`src/rtl/cpu_pipe_pkg.sv`:
```
// Shared pipeline types: stage occupancy states and the MEM2 stage bundle whose width sizes DATA_W.
// No logic; the helper maps a stage state to its entry count.
package cpu_pipe_pkg;

    typedef enum logic [1:0] {
        ST_EMPTY    = 2'd0,
        ST_FULL     = 2'd1,
        ST_OVERFLOW = 2'd2
    } stage_state_e;

    typedef struct packed {
        logic        we;
        logic [4:0]  rd;
        logic [31:0] wdata;
    } RegsWrType;

    typedef struct packed {
        logic        en;
        logic        is_signed;
        logic [1:0]  size;
        logic [1:0]  byte_off;
        logic [31:0] addr;
    } LoadType;

    typedef struct packed {
        RegsWrType   regs_wr;
        LoadType     load;
        logic [31:0] pc;
        logic        exc_valid;
        logic [3:0]  exc_cause;
        logic [14:0] rob_tag;
    } Mem2StageType;

    localparam int MEM2_STAGE_W = $bits(Mem2StageType);

    function automatic logic [1:0] occ_of_state(input stage_state_e s);
        logic [1:0] occ;
        occ = 2'd0;
        case (s)
            ST_FULL:     occ = 2'd1;
            ST_OVERFLOW: occ = 2'd2;
            default:     occ = 2'd0;
        endcase
        return occ;
    endfunction

endpackage

```
`src/rtl/mem_pipe_stage_sat_counter.sv`:
```
// Saturating event counter with synchronous clear; clear wins over increment.
// Latency: count visible one cycle after the event; no backpressure.
module sat_counter #(
    parameter int CNT_W = 16
) (
    input  logic             clk,
    input  logic             rst,
    input  logic             inc,
    input  logic             clr,
    output logic [CNT_W-1:0] cnt
);

    if (CNT_W < 1) begin : g_bad_cnt_w
        $error("sat_counter: CNT_W must be at least 1");
    end

    always_ff @(posedge clk) begin
        if (rst || clr) begin
            cnt <= '0;
        end else if (inc && (cnt != {CNT_W{1'b1}})) begin
            cnt <= cnt + CNT_W'(1);
        end
    end

endmodule

```
`src/rtl/mem_pipe_stage.sv`:
```
// Valid/ready pipeline register between MEM/MEM2/WB, optional 2-entry skid, flush, stall counter.
// Latency 1 cycle; SKID=0 passes out_ready through to in_ready, SKID=1 registers in_ready.
module mem_pipe_stage
    import cpu_pipe_pkg::*;
#(
    parameter int DATA_W        = MEM2_STAGE_W,
    parameter int SKID          = 1,
    parameter int ZERO_ON_FLUSH = 1,
    parameter int CNT_W         = 16
) (
    input  logic              clk,
    input  logic              rst,
    input  logic              flush,
    input  logic              in_valid,
    output logic              in_ready,
    input  logic [DATA_W-1:0] in_data,
    output logic              out_valid,
    input  logic              out_ready,
    output logic [DATA_W-1:0] out_data,
    output logic [1:0]        occupancy,
    output logic [CNT_W-1:0]  stall_cnt,
    input  logic              stall_clr
);

    if (DATA_W < 1) begin : g_bad_data_w
        $error("mem_pipe_stage: DATA_W must be at least 1");
    end
    if (CNT_W < 1) begin : g_bad_cnt_w
        $error("mem_pipe_stage: CNT_W must be at least 1");
    end
    if ((SKID != 0) && (SKID != 1)) begin : g_bad_skid
        $error("mem_pipe_stage: SKID must be 0 or 1");
    end

    stage_state_e      state;
    stage_state_e      state_nxt;
    logic [DATA_W-1:0] main_data;
    logic [DATA_W-1:0] skid_data;
    logic              rdy_q;
    logic              accept;
    logic              emit;
    logic              main_ld;
    logic              main_from_skid;
    logic              skid_ld;

    assign out_valid = (state != ST_EMPTY);
    assign out_data  = main_data;
    assign occupancy = occ_of_state(state);
    assign in_ready  = (SKID == 1) ? rdy_q : (!out_valid || out_ready);
    assign accept    = in_valid && in_ready;
    assign emit      = out_valid && out_ready;

    always_comb begin
        state_nxt      = state;
        main_ld        = 1'b0;
        main_from_skid = 1'b0;
        skid_ld        = 1'b0;
        case (state)
            ST_EMPTY: begin
                if (accept) begin
                    state_nxt = ST_FULL;
                    main_ld   = 1'b1;
                end
            end
            ST_FULL: begin
                if (accept && emit) begin
                    main_ld = 1'b1;
                end else if (accept) begin
                    // Only reachable with a skid entry: in_ready is registered and stayed high.
                    if (SKID == 1) begin
                        state_nxt = ST_OVERFLOW;
                        skid_ld   = 1'b1;
                    end
                end else if (emit) begin
                    state_nxt = ST_EMPTY;
                end
            end
            ST_OVERFLOW: begin
                if (emit) begin
                    state_nxt      = ST_FULL;
                    main_from_skid = 1'b1;
                end
            end
            default: begin
                state_nxt = ST_EMPTY;
            end
        endcase
    end

    always_ff @(posedge clk) begin
        if (rst) begin
            state     <= ST_EMPTY;
            rdy_q     <= 1'b1;
            main_data <= '0;
            skid_data <= '0;
        end else if (flush) begin
            state <= ST_EMPTY;
            rdy_q <= 1'b1;
            if (ZERO_ON_FLUSH != 0) begin
                main_data <= '0;
                skid_data <= '0;
            end
        end else begin
            state <= state_nxt;
            rdy_q <= (state_nxt != ST_OVERFLOW);
            if (main_ld) begin
                main_data <= in_data;
            end else if (main_from_skid) begin
                main_data <= skid_data;
            end
            if (skid_ld) begin
                skid_data <= in_data;
            end
        end
    end

    // Flush deliberately does not touch the counter: it measures stalls, not entries.
    sat_counter #(
        .CNT_W (CNT_W)
    ) u_stall_cnt (
        .clk (clk),
        .rst (rst),
        .inc (out_valid && !out_ready),
        .clr (stall_clr),
        .cnt (stall_cnt)
    );

endmodule

```
`config.mk`:
```
export PLATFORM = sky130hd
export DESIGN_NAME = mem_pipe_stage
export DESIGN_NICKNAME = d
export VERILOG_FILES = /design/src/rtl/cpu_pipe_pkg.sv /design/src/rtl/mem_pipe_stage_sat_counter.sv /design/src/rtl/mem_pipe_stage.sv
export SDC_FILE = /design/constraint.sdc
export NUM_CORES = 1
export LEC_CHECK = 0
export ABC_CLOCK_PERIOD_IN_PS = 1800
export BUFFER_PORTS_ARGS = -buffer_cell sky130_fd_sc_hd__buf_2
export CAP_MARGIN = 40
export CORE_MARGIN = 5
export CORE_UTILIZATION = 40
export DETAILED_ROUTE_END_ITERATION = 16
export PLACE_DENSITY = 0.7
export RECOVER_POWER = 50
export SYNTH_ARGS = -nofsm -noshare
export SYNTH_HDL_FRONTEND = slang
export SYNTH_HIERARCHICAL = 1
export SYNTH_SLANG_ARGS = --single-unit
```
`constraint.sdc`:
```
create_clock -name clk -period 1.8 [get_ports clk]
set_input_delay 0.36 -clock clk [delete_from_list [all_inputs] [get_ports clk]]
set_output_delay 0.36 -clock clk [all_outputs]
set_load 0.01 [all_outputs]
```
==> impl_summary.md <==
Run status
The flow ran to the end, and the final reports show no timing, DRC or antenna violations.

Worst setup path
The required time at the worst-slack endpoint is 1.44 ns. In this run the critical register-to-register path is captured at u_stall_cnt/cnt[6]. The cell class contributing the biggest share of worst-path delay is flip-flops. The endpoint class of the critical path is an output pin.

Counting cells, the worst reg-to-reg path comes to 6. The critical path starts at state[1]. In this run the worst path has a maximum fanout of 6. The slowest stage of the critical path belongs to the cell sky130_fd_sc_hd__dfxtp_4. The buffering stage count on the worst path with inverters included is 1. The largest incremental delay on the critical path is 0.36 ns.

Setup slack on the worst reg-to-reg path comes out at 0.10 ns. STA classifies the critical path startpoint as a register. The critical path in this run is classified as reg2out. In this run the critical register-to-register path is launched from state[1]. Walking the worst path, the cells encountered are or2_2 -> buf_2.

For the worst setup path, the data arrival time is 1.35 ns.

Clock network
Counting the buffers created by CTS gives 30. The library cell used as clock root buffer is sky130_fd_sc_hd__clkbuf_16. The clock sink count is 275.

Clock latency on the worst-skew pair, taken at its later pin, is 0.54 ns. The count of hold-fix buffers inserted at cts is 0. In this run the deepest clock path goes through 3 buffers.

After clock tree synthesis, the clock-pin slew on the worst setup and hold paths is 0.06 ns. The CTS tree is done. In this run the number of H-tree levels came out at 1.

Finish
Fill cells in the final layout number 2723. The number of non-filler instances in the completed layout is 1780. 0 antenna diodes ended up in the layout.

The number of nets in the layout is 1514. The multi-input gate area in the final layout is 5330 um^2. The area growth from synthesis to layout is 20.9%.

The fraction of final layout cells with drive strength greater than 1 is 26.8%. The sequential cell area is 5510 um^2. The post-route core utilization is 49.1%.

Route
The residual antenna-violating net count after detailed routing is 0. Detailed routing inserted a total of 9412 vias. The routed design uses 2090 um of met3 wire. Dividing the detail-routed wire length by the instance count gives 16.8 um. The number of vias per cell is 5.29. The number of DRC violations after detailed-routing iteration 0 is 605.

The final layout contains routed wiring with a total length of 29900 um. The routed metal-1 wirelength is 13800 um. After detailed routing, the number of remaining DRC violations is 0. After detailed routing, no signal wire sits above met4. The total iterations of the first detailed-routing run is 4. Detailed routing placed a total of 13400 um of wire on met2.

Power and ir drop
The total power of the final layout is 13.5 mW. The leakage component of the power is 5.38 nW. The largest vdd supply drop is 0.595 mV. For this design the ratio of total power to cell area is 954 nW/um^2.

Timing
Counting I/O delays and the setup requirement, the final critical path takes 1.71 ns. Setup repair after global routing left no endpoint under its margin. The portion of the clock cycle consumed by the worst path in the final layout is 95.2%. The number of max-slew violations in the final report was 0. In the final timing run, aggregate negative setup slack is 0 ns. Setup violations remaining at the end of the flow were counted as 0.

The count of endpoints failing hold in the final timing report came to 0. The normalized max-slew margin is 61.3%. Based on the critical path, the design can be clocked at up to 584 MHz. The transition at the pin with the smallest max-transition slack is 0.581 ns.

On the final layout, the worst clock skew is 0.0167 ns.

Synthesis
After synthesis, the netlist uses 53 different library cells. Counting flops with a built-in enable in the synthesized netlist gives 0. The average cell area after synthesis is 10.5 um^2. After synthesis the cells add up to 11700 um^2. After technology mapping, the gate count stands at 1113. The synthesized design contains 275 register bits. The number of nets in the synthesized netlist is 1248. Sequential cells were found to cover 47.1% of the synthesized design area. The Yosys step of the flow raised 6 warnings.

The main flop type after synthesis is sky130_fd_sc_hd__dfxtp_1. In the synthesized netlist the async set-or-reset flop fraction comes to 0%.

Global route
Entering global routing, the biggest net connects 64 pins. For this run the aggregate overflow at the end of global routing stands at 0. Across every metal layer, demand over resource in global routing totals 17.0%. The via count of the first global-routing pass was 9331. The first global-routing pass estimated 48000 um of wire. The number of antenna violations at the first check in global routing is 0.

Min path
The path with the worst hold slack has its endpoint at skid_data[108]. The min-delay analysis places its worst path in the category in2reg. The worst hold path begins at in_data[108].

The worst hold path was traced through 3 stages.

Floorplanning
The height of the die is 181 um. The floorplan step defined a die boundary enclosing 32800 um^2. The row count is 62. The initial utilization of the core area, before any placement, comes to 40.6%. The core region is 28800 um^2. The die span in x is 181 um.

The number of I/O pins is 282.

Placement
The final HPWL from detailed placement is 20400 um. Including well taps, the total number of placed cells is 1729. Input and output buffers added on the ports amount to 281. The placer's final routability congestion estimate is 0.795.

Flow run
The count of maximum capacitance violations is 0.
## cells in the final DEF, fill, tap and decap left out, drive strengths merged
| cell type | instances |
|---|---|
| nand4b | 1 |
| nand4 | 7 |
| mux2i | 129 |
| o221a | 128 |
| clkinvlp | 1 |
| o31ai | 4 |
| or3 | 6 |
| o21ai | 5 |
| nand2b | 2 |
| xnor2 | 1 |
| xor2 | 2 |
| clkbuf | 180 |
| a41o | 4 |
| o41ai | 1 |
| and2 | 2 |
| a211o | 1 |
| and3b | 1 |
| nor2 | 9 |
| o21a | 128 |
| buf | 201 |
| nor4 | 1 |
| inv | 3 |
| nor2b | 3 |
| nand3 | 5 |
| nor3 | 1 |
| dfxtp | 275 |
| o211a | 1 |
| and4 | 4 |
| a211oi | 1 |
| clkinv | 2 |
| and3 | 1 |
| nand2 | 263 |
| ha | 1 |
| or4 | 4 |
| o32ai | 1 |
| a31oi | 3 |
| a21oi | 10 |
| nand3b | 1 |
| or2 | 3 |
## tightest hold or removal path: stages
cell	delay, ns
sky130_fd_sc_hd__buf_2	0.10
sky130_fd_sc_hd__nand2_1	0.05
sky130_fd_sc_hd__mux2i_1	0.05
## worst max-delay path by stage
| stage | end | cells after the start | slack, ns |
|---|---|---|---|
| finish | out_valid | 2 | 0.09 |
| global route | u_stall_cnt/cnt[6] | 6 | 0.0008 |
| CTS | occupancy[1] | 4 | 0.03 |
| detailed placement | u_stall_cnt/cnt[6] | 6 | 0.06 |
| global placement | u_stall_cnt/cnt[14] | 6 | 0.09 |
| floorplan | u_stall_cnt/cnt[14] | 6 | 0.04 |
## synth_stat cells (2+ instances only)
cell type,n,area share (%)
sky130_fd_sc_hd__dfxtp_1,275,47
sky130_fd_sc_hd__nand2_1,263,8.4
sky130_fd_sc_hd__mux2i_1,129,11
sky130_fd_sc_hd__o21a_1,128,8.2
sky130_fd_sc_hd__o221a_2,110,11
sky130_fd_sc_hd__clkbuf_1,29,0.93
sky130_fd_sc_hd__buf_2,27,1.2
sky130_fd_sc_hd__o221a_1,18,1.7
sky130_fd_sc_hd__buf_6,16,1.5
sky130_fd_sc_hd__buf_12,11,1.9
sky130_fd_sc_hd__buf_8,11,1.4
sky130_fd_sc_hd__a21oi_1,10,0.43
sky130_fd_sc_hd__nor2_1,8,0.26
sky130_fd_sc_hd__or3_1,6,0.32
sky130_fd_sc_hd__nand3_1,5,0.21
sky130_fd_sc_hd__nand4_1,5,0.27
sky130_fd_sc_hd__o21ai_0,5,0.21
sky130_fd_sc_hd__a41o_1,4,0.34
sky130_fd_sc_hd__and4_1,4,0.30
sky130_fd_sc_hd__buf_4,4,0.26
sky130_fd_sc_hd__a31oi_1,3,0.16
sky130_fd_sc_hd__o31ai_1,3,0.19
sky130_fd_sc_hd__or2_2,3,0.16
sky130_fd_sc_hd__or4_1,3,0.19
sky130_fd_sc_hd__and2_1,2,0.11
sky130_fd_sc_hd__inv_1,2,0.064
sky130_fd_sc_hd__nor2b_1,2,0.11
sky130_fd_sc_hd__xor2_1,2,0.15
## state kept, by name (all words and copies together), names as in the netlist
signal           count
out_data           128
skid_data          128
u_stall_cnt/cnt     16
state                2
in_ready             1
## routing by layer
metal / up-vias / GRT usage, %
met4: 0 / 4.47
met5: - / 0
met3: 50 / 4.30
met1: 4492 / 22.4
li1: 4586 / -
met2: 284 / 27.9
## stage by stage
step                hold slack (ns)  area (um^2)  worst slack (ns)
finish                       0.0731        14100            0.0868
CTS                          0.0387        14300            0.0291
global placement              0.442        13400            0.0867
detailed placement            0.447        13400            0.0636
global route                 0.0563        14100          0.000817
floorplan                     0.435        11700            0.0389
## power breakdown
group | total [mW] | switching, mW | internal [mW] | leakage, nW
clock network | 5.86 | 2.39 | 3.47 | 0.462
registers | 6.35 | 0.102 | 6.25 | 2.23
logic | 1.27 | 0.706 | 0.567 | 2.69
## area by class of cell
class / instances / area share, %
clock buffers: 46 / 6.52
clock inverters: 3 / 0.124
inverters: 3 / 0.0797
multi-input cells: 734 / 37.7
flip-flops and latches: 275 / 39.0
well taps: 384 / 3.40
repair buffers: 335 / 13.2
## cells by family (layout without fill, tap and decap cells)
group	after synthesis	after routing	share of synthesized area, %
simple gates	314	314	11.6
compound gates	287	287	22.5
flops	275	275	47.1
mux	129	129	11.0
buf+inv	104	387	7.50
xor+xnor	3	3	0.225
fa+ha+maj	1	1	0.107
## timing repair
action	in CTS	in global routing
setup endpoints to repair	0	6
buffers inserted	0	2
gates resized for setup	0	4
No activity file was read; power rests on OpenSTA's default activity.
